<file path="config.mk">
export PLATFORM = sky130hd
export DESIGN_NAME = uart_tx
export DESIGN_NICKNAME = d
export VERILOG_FILES = /design/src/rtl/uart_pkg.sv /design/src/rtl/uart_bit_timer.sv /design/src/rtl/uart_tx.sv
export SDC_FILE = /design/constraint.sdc
export NUM_CORES = 1
export LEC_CHECK = 0
export ABC_CLOCK_PERIOD_IN_PS = 3600
export CORE_MARGIN = 3
export CORE_UTILIZATION = 60
export CTS_CLUSTER_DIAMETER = 100
export CTS_CLUSTER_SIZE = 25
export DETAILED_ROUTE_END_ITERATION = 10
export PLACE_DENSITY = 0.9
export SYNTH_ARGS = -nofsm -noshare
export SYNTH_HDL_FRONTEND = slang
export SYNTH_SLANG_ARGS = --single-unit
</file>
<file path="constraint.sdc">
create_clock -name CLK -period 3.6 [get_ports CLK]
set_input_delay 0.36 -clock CLK [delete_from_list [all_inputs] [get_ports CLK]]
set_output_delay 0.36 -clock CLK [all_outputs]
set_load 0.01 [all_outputs]
</file>
<file path="src/rtl/uart_pkg.sv">
// Shared UART definitions: FSM states, data-bit count and frame-length helper.
// Intended for both the transmitter and the future receiver.
package uart_pkg;

    typedef enum logic [2:0] {
        IDLE,
        START,
        DATA,
        PARITY,
        STOP
    } uart_state_e;

    localparam int DATA_BITS = 8;

    // Cycles from the handshake edge to the edge that returns to IDLE.
    function automatic int frame_len(input int cpb, input int stop_bits, input bit parity);
        return (1 + DATA_BITS + int'(parity) + stop_bits) * cpb;
    endfunction

endpackage

</file>
<file path="src/rtl/uart_bit_timer.sv">
// Modulo-CLKS_PER_BIT counter with enable and clear; bit_done pulses on the
// last cycle of each bit period. Shared by the UART transmitter and receiver.
module uart_bit_timer #(
    parameter int CLKS_PER_BIT = 868
) (
    input  logic CLK,
    input  logic RST_N,
    input  logic en,
    input  logic clr,
    output logic bit_done
);

    localparam int TW = (CLKS_PER_BIT > 1) ? $clog2(CLKS_PER_BIT) : 1;
    localparam logic [TW-1:0] LAST = TW'(CLKS_PER_BIT - 1);

    logic [TW-1:0] cnt;

    always_ff @(posedge CLK or negedge RST_N) begin
        if (!RST_N) begin
            cnt <= '0;
        end else if (clr) begin
            cnt <= '0;
        end else if (en) begin
            cnt <= (cnt == LAST) ? '0 : cnt + TW'(1);
        end
    end

    assign bit_done = en && !clr && (cnt == LAST);

endmodule

</file>
<file path="src/rtl/uart_tx.sv">
// UART transmitter, LSB first, idle-high line. Define UART_TX_PARITY_EN to
// insert an even-parity bit between the data and stop bits (8E1/8E2).
module uart_tx
    import uart_pkg::*;
#(
    parameter int CLKS_PER_BIT = 868,
    parameter int STOP_BITS    = 1
) (
    input  logic       CLK,
    input  logic       RST_N,
    input  logic [8:0] wr_opt_byte,
    output logic       wr_ready,
    output logic       line_out
);

    localparam logic [2:0] LAST_DATA = 3'(DATA_BITS - 1);
    localparam logic [2:0] LAST_STOP = 3'(STOP_BITS - 1);

    uart_state_e state;
    logic [7:0]  shift;
    logic [2:0]  bit_idx;
    logic        bit_done;
`ifdef UART_TX_PARITY_EN
    logic        par_bit;
`endif

    assign wr_ready = (state == IDLE);

    // Timer is held at zero in IDLE so every frame starts on a fresh bit period.
    uart_bit_timer #(
        .CLKS_PER_BIT(CLKS_PER_BIT)
    ) u_timer (
        .CLK      (CLK),
        .RST_N    (RST_N),
        .en       (state != IDLE),
        .clr      (state == IDLE),
        .bit_done (bit_done)
    );

    always_ff @(posedge CLK or negedge RST_N) begin
        if (!RST_N) begin
            state    <= IDLE;
            line_out <= 1'b1;
            shift    <= '0;
            bit_idx  <= '0;
`ifdef UART_TX_PARITY_EN
            par_bit  <= 1'b0;
`endif
        end else begin
            case (state)
                IDLE: begin
                    line_out <= 1'b1;
                    if (wr_opt_byte[8]) begin
                        shift    <= wr_opt_byte[7:0];
`ifdef UART_TX_PARITY_EN
                        par_bit  <= ^wr_opt_byte[7:0];
`endif
                        state    <= START;
                        line_out <= 1'b0;
                    end
                end
                START: begin
                    if (bit_done) begin
                        state    <= DATA;
                        line_out <= shift[0];
                    end
                end
                DATA: begin
                    if (bit_done) begin
                        if (bit_idx == LAST_DATA) begin
                            bit_idx  <= '0;
`ifdef UART_TX_PARITY_EN
                            state    <= PARITY;
                            line_out <= par_bit;
`else
                            state    <= STOP;
                            line_out <= 1'b1;
`endif
                        end else begin
                            // line_out follows the bit that becomes shift[0]
                            bit_idx  <= bit_idx + 3'd1;
                            shift    <= {1'b0, shift[7:1]};
                            line_out <= shift[1];
                        end
                    end
                end
`ifdef UART_TX_PARITY_EN
                PARITY: begin
                    if (bit_done) begin
                        state    <= STOP;
                        line_out <= 1'b1;
                    end
                end
`endif
                STOP: begin
                    line_out <= 1'b1;
                    if (bit_done) begin
                        if (bit_idx == LAST_STOP) begin
                            bit_idx <= '0;
                            state   <= IDLE;
                        end else begin
                            bit_idx <= bit_idx + 3'd1;
                        end
                    end
                end
                default: begin
                    state    <= IDLE;
                    line_out <= 1'b1;
                end
            endcase
        end
    end

endmodule
</file>
# After elaboration in Yosys (flattened, before gate mapping)
# Index checks and enable logic that the tools add are counted.
# totals
reg_bits,25
inputBits,11
output_inout_bits,2
elab_cells,56
# classes
addsub,2
eq_ne,12
mux,24
n_reduce_logical,13
# op_table
op,count
$mux 10,3
$mux 3,10
$mux 8,3
$pmux 8 s2,1
$ne 2x2->1 const B,7
$pmux 3 s4,1
$add 10x1->10 const B,1
$eq 10x10->1 const B,1
$eq 3x3->1 const B,2
$logic_not 3->1,2
$pmux 3 s2,1
$reduce_and 6->1,1
$reduce_bool 2->1,3
$mux 1,4
$reduce_and 4->1,1
$add 3x1->3 const B,1
$eq 3x1->1 const B,1
$eq 3x2->1 const B,1
$pmux 1 s3,1
$reduce_and 3->1,1
$reduce_bool 3->1,1
$logic_and 1x1->1,2
$reduce_and 2->1,1
$logic_not 1->1,1

# Longest topological paths before layout
# logic_depth
depth_word,6
ltp_mapped,6
depth_no_buf,6

# By module
# From an unflattened synthesis, not the netlist that was laid out.
# hier_totals
cells_unflattened,155
hier_area_um2,1520.2
# by_module_without_submodules
module,instances,cells_each,area_per_inst_um2,seq_area_each_um2
uart_tx,1,92,892.1,376.6
uart_bit_timer,1,63,628.1,250.2

# Least setup slack after synthesis
# Ideal clock, no wire load.
# synth_path
path_kind,register to register
from,reg bit_idx[0]
to,reg shift[0]
setup_time_ps,125
arrival_ps,1576
t_required_ps,3475
slack_ps,1899
stages_incl_launch_ff,6
path_buffers,0
period_less_slack_ps,1701
path_cell_list,dfrtp_1 ha_1 ha_1 nor4b_2 a22oi_4 mux2_4
# synth_via
elab_chain_cells,3
# synth_rtl
item,line_no,source
start: declaration,uart_tx.sv:21,logic [2:0] bit_idx;
start signal: assignment,uart_tx.sv:81,bit_idx <= bit_idx + 3'd1;
start signal: assignment,uart_tx.sv:102,bit_idx <= bit_idx + 3'd1;
$eq 3x3->1,uart_tx.sv:70,if (bit_idx == LAST_DATA) begin
$ne 2x2->1 (no source line),--,
$reduce_and 4->1 (no source line),--,
end signal: assignment,uart_tx.sv:54,shift <= wr_opt_byte[7:0];
end signal: assignment,uart_tx.sv:82,"shift <= {1'b0, shift[7:1]};"
end: declaration,uart_tx.sv:20,logic [7:0] shift;
# Every way passes these cells.
# A chain may end at the register's enable or synchronous reset.

# Final worst setup path
# layout_path
from,reg state[1]
to,out wr_ready
# layout_via
elab_chain_cells,1
# layout_rtl
item,line_no,source
start: declaration,uart_tx.sv:19,uart_state_e state;
start signal: assignment,uart_tx.sv:42,state <= IDLE;
start signal: assignment,uart_tx.sv:58,state <= START;
start signal: assignment,uart_tx.sv:64,state <= DATA;
$logic_not 3->1,uart_tx.sv:27,assign wr_ready = (state == IDLE);
end: declaration,uart_tx.sv:12,"output logic wr_ready,"
# Every way passes these cells.

==> results_dict.tcl <==
set metrics [dict create \
    cts_tree "done" \
    synthDistinctLibCells 36 \
    grt_busiest_layer "met2" \
    yosysSeqAreaShare 0.440 \
    die_h_um 54.7 \
    cp-endpoint "wr_ready" \
    grt_antenna_before_repair 0 \
    min_path_type "reg -> reg" \
    synth_area_um2 1420 \
    ys_warn_count 0 \
    rsz0062_at_grt "false" \
    rows 17 \
    regToRegEndpoint "shift[2]" \
    crit_path_max_fanout 20 \
    crit_start "state[1]" \
    r2r_slack_ps 1750 \
    syn2layout_area_growth_pct 9.40 \
    critical_path.top_delay_family "flip-flops" \
    status "completed" \
    seq_area_um2 627 \
    path_clk_slew_ps 130 \
    use_met1 0.247 \
    max_slew_margin 0.254 \
    p_int_mw 0.444 \
    clkSinkCount 25 \
    final_cell_mix "dfrtp_1 (24), nor2_1 (15), clkdlybuf4s50_1 (12), mux2_4 (10), mux2_2 (7)" \
    grt-ovfl-total 0 \
    final_antenna_net_count 0 \
    required_ps 3240 \
    die_w_um 54.7 \
    ir_drop_mv 0.276 \
    drv_cap 0 \
    tightest_slew_ps 1120 \
    post_cts_resized 0 \
    clock_tree.root_cell "clkbuf_4" \
    report.final.slew_viol_count 0 \
    start_util 0.638 \
    hold_buffers 0 \
    grt_pass1_vias 916 \
    crit_cells 2 \
    critPathMaxStageDelay_ps 660 \
    synth_top_flop_cell "dfrtp_1" \
    drtIter0Drc 24 \
    grt_use_total 0.197 \
    setup-tns-final_ps 0 \
    synth_edf_count 0 \
    critPathCaptureType "primary output" \
    drt_wl_total_mm 2.43 \
    final-hold-violation-count 0 \
    arrival_ps 1930 \
    place_congestion 0.781 \
    wl_per_cell_um 15.4 \
    setup_viol 0 \
    cts_setup_buffers 0 \
    vias 913 \
    drc 0 \
    clkLatencyLatePin_ps 310 \
    worst-path-buf-inv 1 \
    firstDrtPassIters 4 \
    grt_util_met2 0.341 \
    dieArea_um2 2990 \
    htree_levels 1 \
    cts_buffers 3 \
    hpwl_mm 1.70 \
    clkPwrFrac 0.197 \
    finalPower_mw 0.639 \
    finalCriticalPeriod_ps 2290 \
    crit_slowest_cell "dfrtp_1" \
    ys_ff_latch 25 \
    io_buffers 12 \
    path_cells "nor3_2, clkdlybuf4s50_1" \
    p_seq_frac 0.597 \
    clock_path_buffers 2 \
    multi_input_area_um2 734 \
    synth_nets 135 \
    whs_path_depth 1 \
    fillers 161 \
    start_kind "flop" \
    synth.avg_cell_area_um2 11.9 \
    power_density_nw_per_um2 410 \
    power_frac_comb 0.206 \
    ioPinCount 13 \
    use_met3 0.0245 \
    final_common_cell "dfrtp_1" \
    async_reset_ff_frac 1.00 \
    swShare 0.305 \
    grt_max_degree 26 \
    nets 146 \
    core_um2 2230 \
    critPathKind "reg -> out" \
    p_leak_nw 0.760 \
    grt_pass1_wl_mm 4.18 \
    reg2regPathDepth 5 \
    finalCritPeriodShare 0.636 \
    drive_above_1_share 0.223 \
    diodes 0 \
    max_freq_mhz 437 \
    syn_inst 120 \
    r2r_start "bit_idx[0]" \
    fin_skew_ps 2.35 \
    vias_per_cell 5.78 \
    switchingPower_mw 0.195 \
]
-- worst min-delay path by stage --
stage                              start              to  slack [ps]
after CTS                 u_timer.cnt[0]  u_timer.cnt[0]         490
after floorplan                    RST_N      bit_idx[0]          60
after detailed placement  u_timer.cnt[0]  u_timer.cnt[0]         470
after global placement    u_timer.cnt[0]  u_timer.cnt[0]         470
final                     u_timer.cnt[0]  u_timer.cnt[0]         490
after global routing      u_timer.cnt[0]  u_timer.cnt[0]         520
-- metal layers --
| layer | up-vias | routed length [µm] |
|---|---|---|
| met4 | 0 | 23 |
| met3 | 4 | 85 |
| met1 | 449 | 1100 |
| li1 | 443 | - |
| met5 | - | 0 |
| met2 | 17 | 1220 |
-- cell usage after synthesis, types with 2 or more instances --
cell / n / share of area
nor2_1: 15 / 0.040
nand4_1: 5 / 0.022
ha_1: 4 / 0.035
nand3_1: 4 / 0.014
a21oi_1: 2 / 0.0070
nor2b_1: 2 / 0.0088
nand2_1: 2 / 0.0053
o21a_1: 2 / 0.011
mux2_2: 7 / 0.055
o21ai_0: 2 / 0.0070
a21bo_1: 2 / 0.014
xor2_1: 4 / 0.025
nor3_2: 2 / 0.014
mux2_4: 10 / 0.11
nor3b_1: 2 / 0.011
xnor2_1: 6 / 0.037
buf_2: 4 / 0.014
inv_1: 4 / 0.011
dfrtp_1: 24 / 0.42
-- per-stage QoR --
| stage | setup slack [ps] | cell area [µm²] | util | hold WS (ps) | std cells |
|---|---|---|---|---|---|
| global placement | 1710 | 1530 | 0.686 | 466 | 154 |
| CTS | 1290 | 1560 | 0.697 | 491 | 158 |
| detailed placement | 1650 | 1530 | 0.686 | 471 | 154 |
| finish | 1310 | 1560 | 0.697 | 492 | 158 |
| floorplan | 1900 | 1420 | - | 64.4 | 120 |
| global route | 1190 | 1560 | 0.697 | 516 | 158 |
-- registers in the layout (all words and copies together) (netlist names) --
name         count
line_out         1
bit_idx          3
u_timer.cnt     10
state            3
shift            8
-- power groups by stage --
stage	Clock, mW	Combinational [mW]	Sequential [mW]
after floorplan	0	0.0943	0.373
after global placement	0	0.120	0.382
after detailed placement	0	0.130	0.385
after CTS	0.129	0.132	0.380
after global routing	0.139	0.149	0.390
final	0.126	0.131	0.381
-- final cells by class --
class                      count  area share
multi-input combinational     85       0.471
sequential                    25       0.402
timing repair buffer          12      0.0771
tap                           28      0.0225
clock buffer                   4      0.0169
inverter                       4     0.00964
-- cell families after synthesis --
logic type                 count (synthesis)  share of synthesized area
DFF                                       25                      0.440
and+or+nand+nor                           41                      0.173
adders and majority gates                  4                     0.0352
buffers and inverters                     10                     0.0439
xor gates and xnor gates                  10                     0.0615
AOI/OAI and AO/OA                         12                     0.0782
muxes                                     18                      0.168
(Power assumes the default switching activity.)
